File: config.mk
export PLATFORM = sky130hd
export DESIGN_NAME = mult_arbiter
export DESIGN_NICKNAME = d
export VERILOG_FILES = /design/src/rtl/mult_arbiter.sv
export SDC_FILE = /design/constraint.sdc
export NUM_CORES = 1
export LEC_CHECK = 0
export BUFFER_PORTS_ARGS = -buffer_cell sky130_fd_sc_hd__buf_4
export CORE_AREA = 2 2 135 124
export CTS_CLUSTER_DIAMETER = 100
export DETAILED_ROUTE_END_ITERATION = 8
export DIE_AREA = 0 0 137 126
export PLACE_DENSITY = 0.75
export SLEW_MARGIN = 15
export SYNTH_ARGS = -nofsm -noshare
export SYNTH_HDL_FRONTEND = slang
export SYNTH_SLANG_ARGS = --single-unit
export TNS_END_PERCENT = 100
File: constraint.sdc
create_clock -name clk -period 5.8 [get_ports clk]
set_input_delay 1.74 -clock clk [delete_from_list [all_inputs] [get_ports clk]]
set_output_delay 1.74 -clock clk [all_outputs]
set_load 0.02 [all_outputs]
File: src/rtl/mult_arbiter.sv
// mult_arbiter: two-requester arbiter sharing one 32x32 multiplier, with busy-handshake timeout.
// Build option: define RR_PRIORITY_EN for round-robin arbitration (default is fixed priority, requester 0 first).
module mult_arbiter #(
  parameter int BUSY_TIMEOUT = 15
) (
  input  logic        clk,
  input  logic        reset,
  input  logic [1:0]  req,
  input  logic [31:0] a0,
  input  logic [31:0] b0,
  input  logic [31:0] a1,
  input  logic [31:0] b1,
  output logic [1:0]  ack,
  output logic [1:0]  err,
  output logic [63:0] result,
  output logic        mult_start,
  output logic [31:0] mult_a,
  output logic [31:0] mult_b,
  input  logic        mult_busy,
  input  logic [63:0] mult_product,
  output logic        arb_busy
);

  localparam int CNT_W = (BUSY_TIMEOUT < 1) ? 1 : $clog2(BUSY_TIMEOUT + 1);
  localparam logic [CNT_W-1:0] CNT_LAST = CNT_W'(BUSY_TIMEOUT - 1);

  typedef enum logic [2:0] {
    IDLE,
    START,
    WAIT_BUSY,
    RUN,
    DONE
  } state_t;

  state_t           state;
  logic             owner;
  logic             grant_id;
  logic [CNT_W-1:0] cnt;

  function automatic logic [1:0] onehot(input logic id);
    return id ? 2'b10 : 2'b01;
  endfunction

`ifdef RR_PRIORITY_EN
  logic rr_ptr;

  // The pointed-to requester wins if it is asking; otherwise the other one does.
  always_comb begin
    grant_id = rr_ptr;
    if (!req[rr_ptr]) grant_id = ~rr_ptr;
  end
`else
  always_comb grant_id = ~req[0];
`endif

  always_ff @(posedge clk or posedge reset) begin
    if (reset) begin
      state      <= IDLE;
      owner      <= 1'b0;
      cnt        <= '0;
      ack        <= '0;
      err        <= '0;
      mult_start <= 1'b0;
      arb_busy   <= 1'b0;
      result     <= '0;
      mult_a     <= '0;
      mult_b     <= '0;
`ifdef RR_PRIORITY_EN
      rr_ptr     <= 1'b0;
`endif
    end else begin
      ack <= '0;
      err <= '0;
      case (state)
        IDLE: begin
          if (req != 2'b00) begin
            owner      <= grant_id;
            mult_a     <= grant_id ? a1 : a0;
            mult_b     <= grant_id ? b1 : b0;
            mult_start <= 1'b1;
            arb_busy   <= 1'b1;
            state      <= START;
          end
        end
        START: begin
          cnt   <= '0;
          state <= WAIT_BUSY;
        end
        WAIT_BUSY: begin
          if (mult_busy) begin
            state <= RUN;
          end else begin
            cnt <= cnt + CNT_W'(1);
            // Counter lands exactly on BUSY_TIMEOUT here, so it can never wrap.
            if (cnt == CNT_LAST) begin
              err        <= onehot(owner);
              mult_start <= 1'b0;
              arb_busy   <= 1'b0;
              state      <= IDLE;
            end
          end
        end
        RUN: begin
          if (!mult_busy) begin
            result     <= mult_product;
            ack        <= onehot(owner);
            mult_start <= 1'b0;
            state      <= DONE;
          end
        end
        DONE: begin
          arb_busy <= 1'b0;
`ifdef RR_PRIORITY_EN
          rr_ptr   <= ~owner;
`endif
          state    <= IDLE;
        end
        default: begin
          mult_start <= 1'b0;
          arb_busy   <= 1'b0;
          state      <= IDLE;
        end
      endcase
    end
  end

endmodule

# Word-level counts from Yosys, hierarchy flattened
# Index checks and enable logic that the tools add are counted.
[classes]
eq_ne = 10
n_addsub = 1
n_mux = 21
bitwise_logic = 4
reduce_logical = 11
[ops]
columns = ["op", "count"]
rows = [
  ["$mux W32", 2],
  ["$mux W2", 6],
  ["$mux W3", 4],
  ["$pmux W3 S4", 1],
  ["$ne A2 B2 Y1 const B", 4],
  ["$pmux W4 S2", 1],
  ["$eq A3 B2 Y1 const B", 2],
  ["$reduce_and A2 Y1", 3],
  ["$reduce_and A5 Y1", 1],
  ["$add A4 B1 Y4 const B", 1],
  ["$eq A4 B4 Y1 const B", 1],
  ["$mux W1", 4],
  ["$mux W4", 1],
  ["$not A1 Y1", 4],
  ["$pmux W1 S4", 1],
  ["$reduce_and A4 Y1", 1],
  ["$reduce_bool A2 Y1", 2],
  ["$reduce_or A2 Y1", 2],
  ["$eq A3 B1 Y1 const B", 1],
  ["$eq A3 B3 Y1 const B", 1],
  ["$logic_not A3 Y1", 1],
  ["$ne A3 B3 Y1 const B", 1],
  ["$pmux W1 S3", 1],
  ["$reduce_and A3 Y1", 1],
]
[word_totals]
ff_bits = 142
inputBits = 197
output_inout_bits = 134

# Depth between registers and ports, before layout
# Gate-level depths: netlist of run 1.
[depth]
word_depth = 4
depth_mapped = 6
depth_no_buf = 5

# Worst setup path after synthesis of run 1
# OpenSTA, ideal clock, no wires.
[synth_path]
path_type = "input to register"
startpoint = "input mult_busy"
endpoint = "register result[10]"
stages = 5
setup_time_ps = 125
arrival_ps = 2655
path_slack_ps = 3019
cell_sequence = "nand2b_4 -> nor3_4 -> buf_6 -> buf_12 -> mux2_4"
[synth_via]
elab_chain_len = 2
[synth_lines]
columns = ["item", "line_no", "source"]
rows = [
  ["start, declared", "19", "input logic mult_busy,"],
  ["$not A1 Y1 (no source line)", "-", ""],
  ["$reduce_and A2 Y1 (no source line)", "-", ""],
  ["end signal, assigned", "105", "result <= mult_product;"],
  ["end, declared", "15", "output logic [63:0] result,"],
]
# Every way passes these cells.
# A chain may end at the register's enable or synchronous reset.

# Worst setup path after layout of run 1
[layout_path]
startpoint = "input req[0]"
endpoint = "register mult_b[20]"
[layout_via]
elab_chain_len = 2
elab_cells_between_ends = 3
cone_classes = "1 x mux; 2 x reduce/logical"
[layout_lines]
columns = ["item", "line_no", "source"]
rows = [
  ["start, declared", "8", "input logic [1:0] req,"],
  ["$reduce_bool A2 Y1", "76", "if (req != 2'b00) begin"],
  ["$reduce_and A2 Y1 (no source line)", "-", ""],
  ["end signal, assigned", "79", "mult_b <= grant_id ? b1 : b0;"],
  ["end, declared", "18", "output logic [31:0] mult_b,"],
]
# Several ways; a longest one is shown, not always the timed one.

==> reports/metrics.yaml, run 1 <==
cp_data_arrival_time_ns: 3.61
worstHoldPathCells: 1
cts_tree: "yes"
drive_gt1_share_pct: 55.3
die_area_sq_mm: 0.0173
syn_area_per_cell_sq_um: 13.0
die_h_um: 126
path_common_cell: "buf_4"
worst_pin_slew_ns: 1.08
n_antenna_cell: 0
core_area_sq_mm: 0.0159
cts-htree-levels: 4
wirelength_um: 17800
cp_num_cells: 5
synth_area_sq_mm: 0.00636
switchingPower_w: 0.00205
p_leak_nw: 4.62
peakVddDrop_mv: 0.359
die_w_um: 137
synthArstFlopShare_pct: 100
sequentialPowerShare_pct: 33.6
yosysUniqueCellTypes: 40
p_int_w: 0.00327
synthToLayoutAreaGrowth_pct: 48.7
cts.path.max_buffers: 2
worstSkewPairLatency_ns: 0.41
max-cap-violations: 0
fmax_mhz: 300
grt_pass1_wl_um: 27200
path_clk_slew_ns: 0.06
fin_nets: 1004
crit_buf_inv: 2
synth_area_leaders: "dfrtp_1 (56%), mux2i_1 (10%), a21oi_1 (9.8%), mux2_4 (9.4%), mux2_2 (4.3%)"
postRouteAntennaNets: 0
synth_fp_nets: 687
drc_errors: 0
rsz0062_at_grt: "false"
holdBufCountCts: 0
instances_no_fill: 1025
ys_warn_count: 0
rows: 44
grt_pass1_vias: 5145
final_common_cell: "buf_4"
io_pins: 331
hp-start: "mult_start$_DFFE_PP0P_"
yosys_register_bits: 142
power.clock.fraction_pct: 19.5
synth_ff_type: "dfrtp_1"
placed_cells: 993
numCtsBuffers: 17
crit_fanout: 44
synth_cells: 488
crit_family: "simple AND/OR/NAND/NOR gates"
vias: 5110
antenna_found_initial: 0
final.setup.tns_ns: 0
min_to: "mult_start$_DFFE_PP0P_"
r2r_start: "state[0]$_DFFE_PP0P_"
start_kind: "input port"
worstSetupEndpointType: "register"
synth_top_area_share_pct: 55.9
r2r_cells: 4
start_util_pct: 40.1
fin_skew_ns: 0.0121
busiest_layer: "met2"
synth_edf_count: 0
root_buffer: "clkbuf_16"
cp_slowest_stage_delay_ns: 0.77
first_pass_iters: 6
drt_iter0_markers: 296
use_met1_pct: 25.0
drv_slew: 0
status: "finished, final reports clean"
fin_crit_ns: 3.34
cts_resized: 0
grtUsageTotal_pct: 20.3
rrSetupSlack_ns: 3.48
layout_common_cells: "buf_4 (337), dfrtp_1 (142), a21oi_1 (124)"
post_cts_buffers: 0
io_buffers: 330
cp.required_ns: 6.07
post-dp-hpwl_um: 12700
powerDensity_mw_per_mm2: 563
path_cells: "buf_4, or2_2, and2_2, buf_4, a21oi_1"
p_comb_share_pct: 46.9
r2r_end: "result[59]$_DFFE_PP0P_"
hold_viol_final: 0
swShare_pct: 38.6
ys_seq_area_share_pct: 55.9
setup_violations: 0
slowest_stage: "and2_2"
vias_per_cell: 4.99
routabilityCongestion: 0.791
nFillCells: 1343
avgRoutedWirePerCell_um: 17.3
fin_crit_sh_pct: 57.5
grt_start_max_net_pins: 67
grt_util_met2_pct: 34.0
grt_overflow: 0
relSlewSlack_pct: 28.0
yosys.area.top_type: "dfrtp_1"
path_class: "input port to register"
min_path_type: "register to register"
met3_usage_pct: 5.35
cts_sinks: 142
==> per-layer routing <==
metal	part of all wire, %	vias to the layer above
met4	2.7	0
met2	50	207
met1	40	2478
met3	7.5	32
li1	-	2393
met5	0	-
==> flip-flops by register name, summed over array words and instances (netlist names) <==
register and cells:
result 64, mult_a 32, mult_b 32, cnt 4, state 3, ack 2, err 2, arb_busy 1
mult_start 1, owner 1
==> cells by family (layout without fill, tap and decap cells) <==
family / Yosys count / after routing / synth area share (%)
fa+ha+maj: 2 / 2 / 0.394
flops: 142 / 142 / 55.9
compound gates: 146 / 146 / 12.7
mux: 128 / 128 / 23.8
simple gates: 26 / 26 / 2.62
buf+inv: 44 / 374 / 4.63
==> per-stage QoR <==
stage	power, W	area, sq um	util, %	hold WS [ns]	setup WS, ns
3_3_place_gp	0.00426	8880	56.0	0.492	2.04
5_1_grt	0.00564	9450	59.6	0.530	2.28
3_5_place_dp	0.00431	8880	56.0	0.495	2.02
6_report	0.00532	9450	59.6	0.500	2.46
2_1_floorplan	0.00328	6360	-	0.458	0.250
4_1_cts	0.00538	9450	59.6	0.510	2.44
==> cell type report <==
class / count / area [sq um] / area share, %
sequential: 142 / 3550 / 37.6
inverter: 5 / 23.8 / 0.251
multi-input combinational: 302 / 2520 / 26.6
clock inverter: 14 / 131 / 1.39
timing repair buffer: 337 / 2530 / 26.8
tap: 207 / 259 / 2.74
clock buffer: 18 / 439 / 4.65
==> Yosys cell counts (all sizes together) (2+ instances only) <==
cell    instances
nor2            5
a22o            2
and2            4
o31ai           2
inv             5
mux2i          64
or2             2
clkbuf          9
a21oi         134
ha              2
buf            30
nor4            2
nand2           2
dfrtp         142
nor3            4
mux2           64
==> power groups by stage <==
stage / clock, W / combinational (W) / sequential, W
floorplan: 0 / 0.000986 / 0.00230
global placement: 0 / 0.00248 / 0.00178
detailed placement: 0 / 0.00252 / 0.00179
CTS: 0.00107 / 0.00253 / 0.00179
global route: 0.00112 / 0.00266 / 0.00185
finish: 0.00104 / 0.00250 / 0.00179
==> worst max-delay path by stage <==
| stage | from | to | slack (ns) |
|---|---|---|---|
| final | req[0] | mult_b[20]$_DFFE_PP0P_ | 2.46 |
| after global routing | req[0] | mult_b[17]$_DFFE_PP0P_ | 2.28 |
| after CTS | req[0] | mult_b[18]$_DFFE_PP0P_ | 2.44 |
| after detailed placement | req[0] | mult_b[18]$_DFFE_PP0P_ | 2.02 |
| after global placement | req[0] | mult_a[2]$_DFFE_PP0P_ | 2.04 |
| after floorplan | reset | ack[0]$_DFF_PP0_ | 0.25 |
Power figures use the tool's default switching activity.
==> inputs of run 2 (changes only) <==
- ABC_AREA: unset -> 1
- CORE_AREA: 2 2 135 124 -> 2 2 134 123
- DIE_AREA: 0 0 137 126 -> 0 0 136 125
- PLACE_DENSITY: 0.75 -> 0.76
- clock period: 5.8 -> 2.93 ns (I/O delays scaled with it)
==> reports/metrics.yaml, run 2 <==
status: "finished, final reports clean"
p_leak_nw: 5.32  # +15%
start_kind: "register"
cts_resized: 0  # unchanged
crit_buf_inv: 1  # -1
post-dp-hpwl_um: 12600  # -0.58%
worst_pin_slew_ns: 0.754  # -0.326 ns
post_cts_buffers: 0  # unchanged
r2r_end: "result[30]$_DFFE_PP0P_"
reg_top3: "result x64, mult_a x32, mult_b x32"
crit_path_start: "mult_start$_DFFE_PP0P_"
first_pass_iters: 5  # -1
numCtsBuffers: 17  # unchanged
power_w: 0.0101  # +91%
worstSetupEndpoint: "mult_start"
wirelength_um: 17300  # -2.5%
place_area_sq_mm: 0.00890  # +0.18%
fin_crit_sh_pct: 63.4
cp_data_arrival_time_ns: 0.98  # -2.63 ns
routabilityCongestion: 0.786  # -0.59%
synth_area_sq_mm: 0.00633  # -0.47%
drv_slew: 0  # unchanged
die_h_um: 125  # -0.79%
path_class: "register to output pin"
synth_edf_count: 0  # unchanged
grt_pass1_wl_um: 27100  # -0.13%
crit_fanout: 2  # -95%
yosysUniqueCellTypes: 20  # -50%
max-cap-violations: 0  # unchanged
antenna_found_initial: 0  # unchanged
n_antenna_cell: 0  # unchanged
fin_crit_ns: 1.86
vias: 5827  # +14%
cts.path.max_buffers: 2  # unchanged
grt_start_max_net_pins: 142  # +110%
synth_cells: 766  # +57%
start_util_pct: 40.2  # +0.090 points
core_area_sq_mm: 0.0157  # -0.69%
worstSetupEndpointType: "output pin"
io_pins: 331  # unchanged
synthToLayoutAreaGrowth_pct: 50.4
rrSetupSlack_ns: 1.30  # -2.18 ns
largest_reg_flops: 64  # unchanged
vias_per_cell: 4.48  # -10%
fmax_mhz: 538
relSlewSlack_pct: 49.7  # +22 points
ys_warn_count: 0  # unchanged
grt_pass1_vias: 5542  # +7.7%
final.setup.tns_ns: 0  # unchanged
synth_top_area_share_pct: 56.2  # +0.27 points
cp_slowest_stage_delay_ns: 0.40  # -0.37 ns
drive_gt1_share_pct: 36.3  # -19 points
synth_ff_type: "dfrtp_1"
post-route-util_pct: 60.4  # +0.80 points
r2r_cells: 8  # +4
hold_viol_final: 0  # unchanged
synth_area_leaders: "dfrtp_1 (56%), nand2_1 (20%), o21ai_0 (6.3%), inv_1 (4.3%), o21ai_2 (2.8%)"
powerDensity_mw_per_mm2: 1070  # +89%
layout_common_cells: "nand2_1 (344), buf_4 (333), dfrtp_1 (142)"
root_buffer: "clkbuf_16"
ys_seq_area_share_pct: 56.2  # +0.27 points
min_path_type: "input port to async pin"
rsz0062_at_grt: "false"
grtUsageTotal_pct: 20.4  # +0.097 points
setup_violations: 0  # unchanged
die_area_sq_mm: 0.0170  # -1.5%
io_buffers: 330  # unchanged
die_w_um: 136  # -0.73%
grt_overflow: 0  # unchanged
worstSkewPairLatency_ns: 0.41  # about the same
slowest_stage: "dfrtp_1"
drt_iter0_markers: 239  # -19%
cp.required_ns: 2.05  # -4.02 ns
rows: 44  # unchanged
cts-htree-levels: 4  # unchanged
yosysMostFrequentCell: "nand2_1"
fin_nets: 1280  # +27%
yosys.area.top_type: "dfrtp_1"
cp_num_cells: 1  # -4
avgRoutedWirePerCell_um: 13.3  # -23%
peakVddDrop_mv: 0.508  # +42%
synth_common_cells: "nand2_1 (345), dfrtp_1 (142), o21ai_0 (80)"
cts_tree: "yes"
top_register: "result"
cts_sinks: 142  # unchanged
syn_area_per_cell_sq_um: 8.26  # -37%
path_clk_slew_ns: 0.06  # about the same
synthArstFlopShare_pct: 100  # unchanged
fin_skew_ns: 0.00769  # -0.00443 ns
final_common_cell: "nand2_1"
postRouteAntennaNets: 0  # unchanged
synth_fp_nets: 965  # +40%
yosys_register_bits: 142  # unchanged
path_cells: "buf_4"
r2r_start: "state[2]$_DFFE_PP0P_"
crit_family: "flip-flops"
final_area_sq_mm: 0.00951  # +0.64%
holdBufCountCts: 0  # unchanged
drc_errors: 0  # unchanged
-- run 2: cell type report --
type                       instances  area [sq um]
inverter                          74           284
tap                              207           259
clock inverter                    12           158
fill                            1379          6230
clock buffer                      20           457
multi-input combinational        508          2200
timing repair buffer             338          2600
sequential                       142          3550
-- run 2: where the power goes --
part / switching [W] / leakage, nW / total, W / internal [W]
clock: 0.000831 / 0.293 / 0.00222 / 0.00139
combinational: 0.00269 / 3.26 / 0.00455 / 0.00187
sequential: 0.000507 / 1.77 / 0.00337 / 0.00287
total: 0.00402 / 5.32 / 0.0101 / 0.00613
-- run 2: cell families (layout without fill, tap and decap cells) --
logic type,after synthesis,after routing,synth area share (%)
adders and majority gates,2,2,0.396
buffers and inverters,116,444,9.06
AOI/OAI and AO/OA,134,134,11.8
DFF,142,142,56.2
and+or+nand+nor,371,371,22.4
xor gates and xnor gates,1,1,0.138
-- run 2: worst reg2reg max path, delay by kind of cell (launching register included) --
family | cells | cell delay (ns)
DFF | 1 | 0.40
buffers and inverters | 3 | 0.73
and+or+nand+nor | 5 | 0.44
-- run 2: metrics by stage --
| stage | hold WS [ns] | instances | setup slack, ns |
|---|---|---|---|
| 3_3_place_gp | 0.464 | 1269 | 0.787 |
| 3_5_place_dp | 0.466 | 1269 | 0.730 |
| 5_1_grt | 0.323 | 1301 | 1.04 |
| 4_1_cts | 0.314 | 1301 | 1.05 |
| 2_1_floorplan | 0.449 | 766 | 0.274 |
| 6_report | 0.334 | 1301 | 1.07 |
-- run 2: routing by layer --
layer,vias to the layer above,share of wire (%),global-route usage (%),wire (um)
li1,2986,-,-,-
met3,24,8.2,5.35,1420
met2,230,49,34.0,8460
met4,0,2.0,7.60,355
met5,-,0,0,0
met1,2587,41,25.5,7090
-- run 2: how the worst min path moves through the flow --
stage | end | cells past startpoint
after floorplan | ack[0]$_DFF_PP0_ | 1
after global placement | result[2]$_DFFE_PP0P_ | 2
after detailed placement | result[51]$_DFFE_PP0P_ | 2
after CTS | result[49]$_DFFE_PP0P_ | 2
after global routing | result[49]$_DFFE_PP0P_ | 2
final | result[49]$_DFFE_PP0P_ | 2
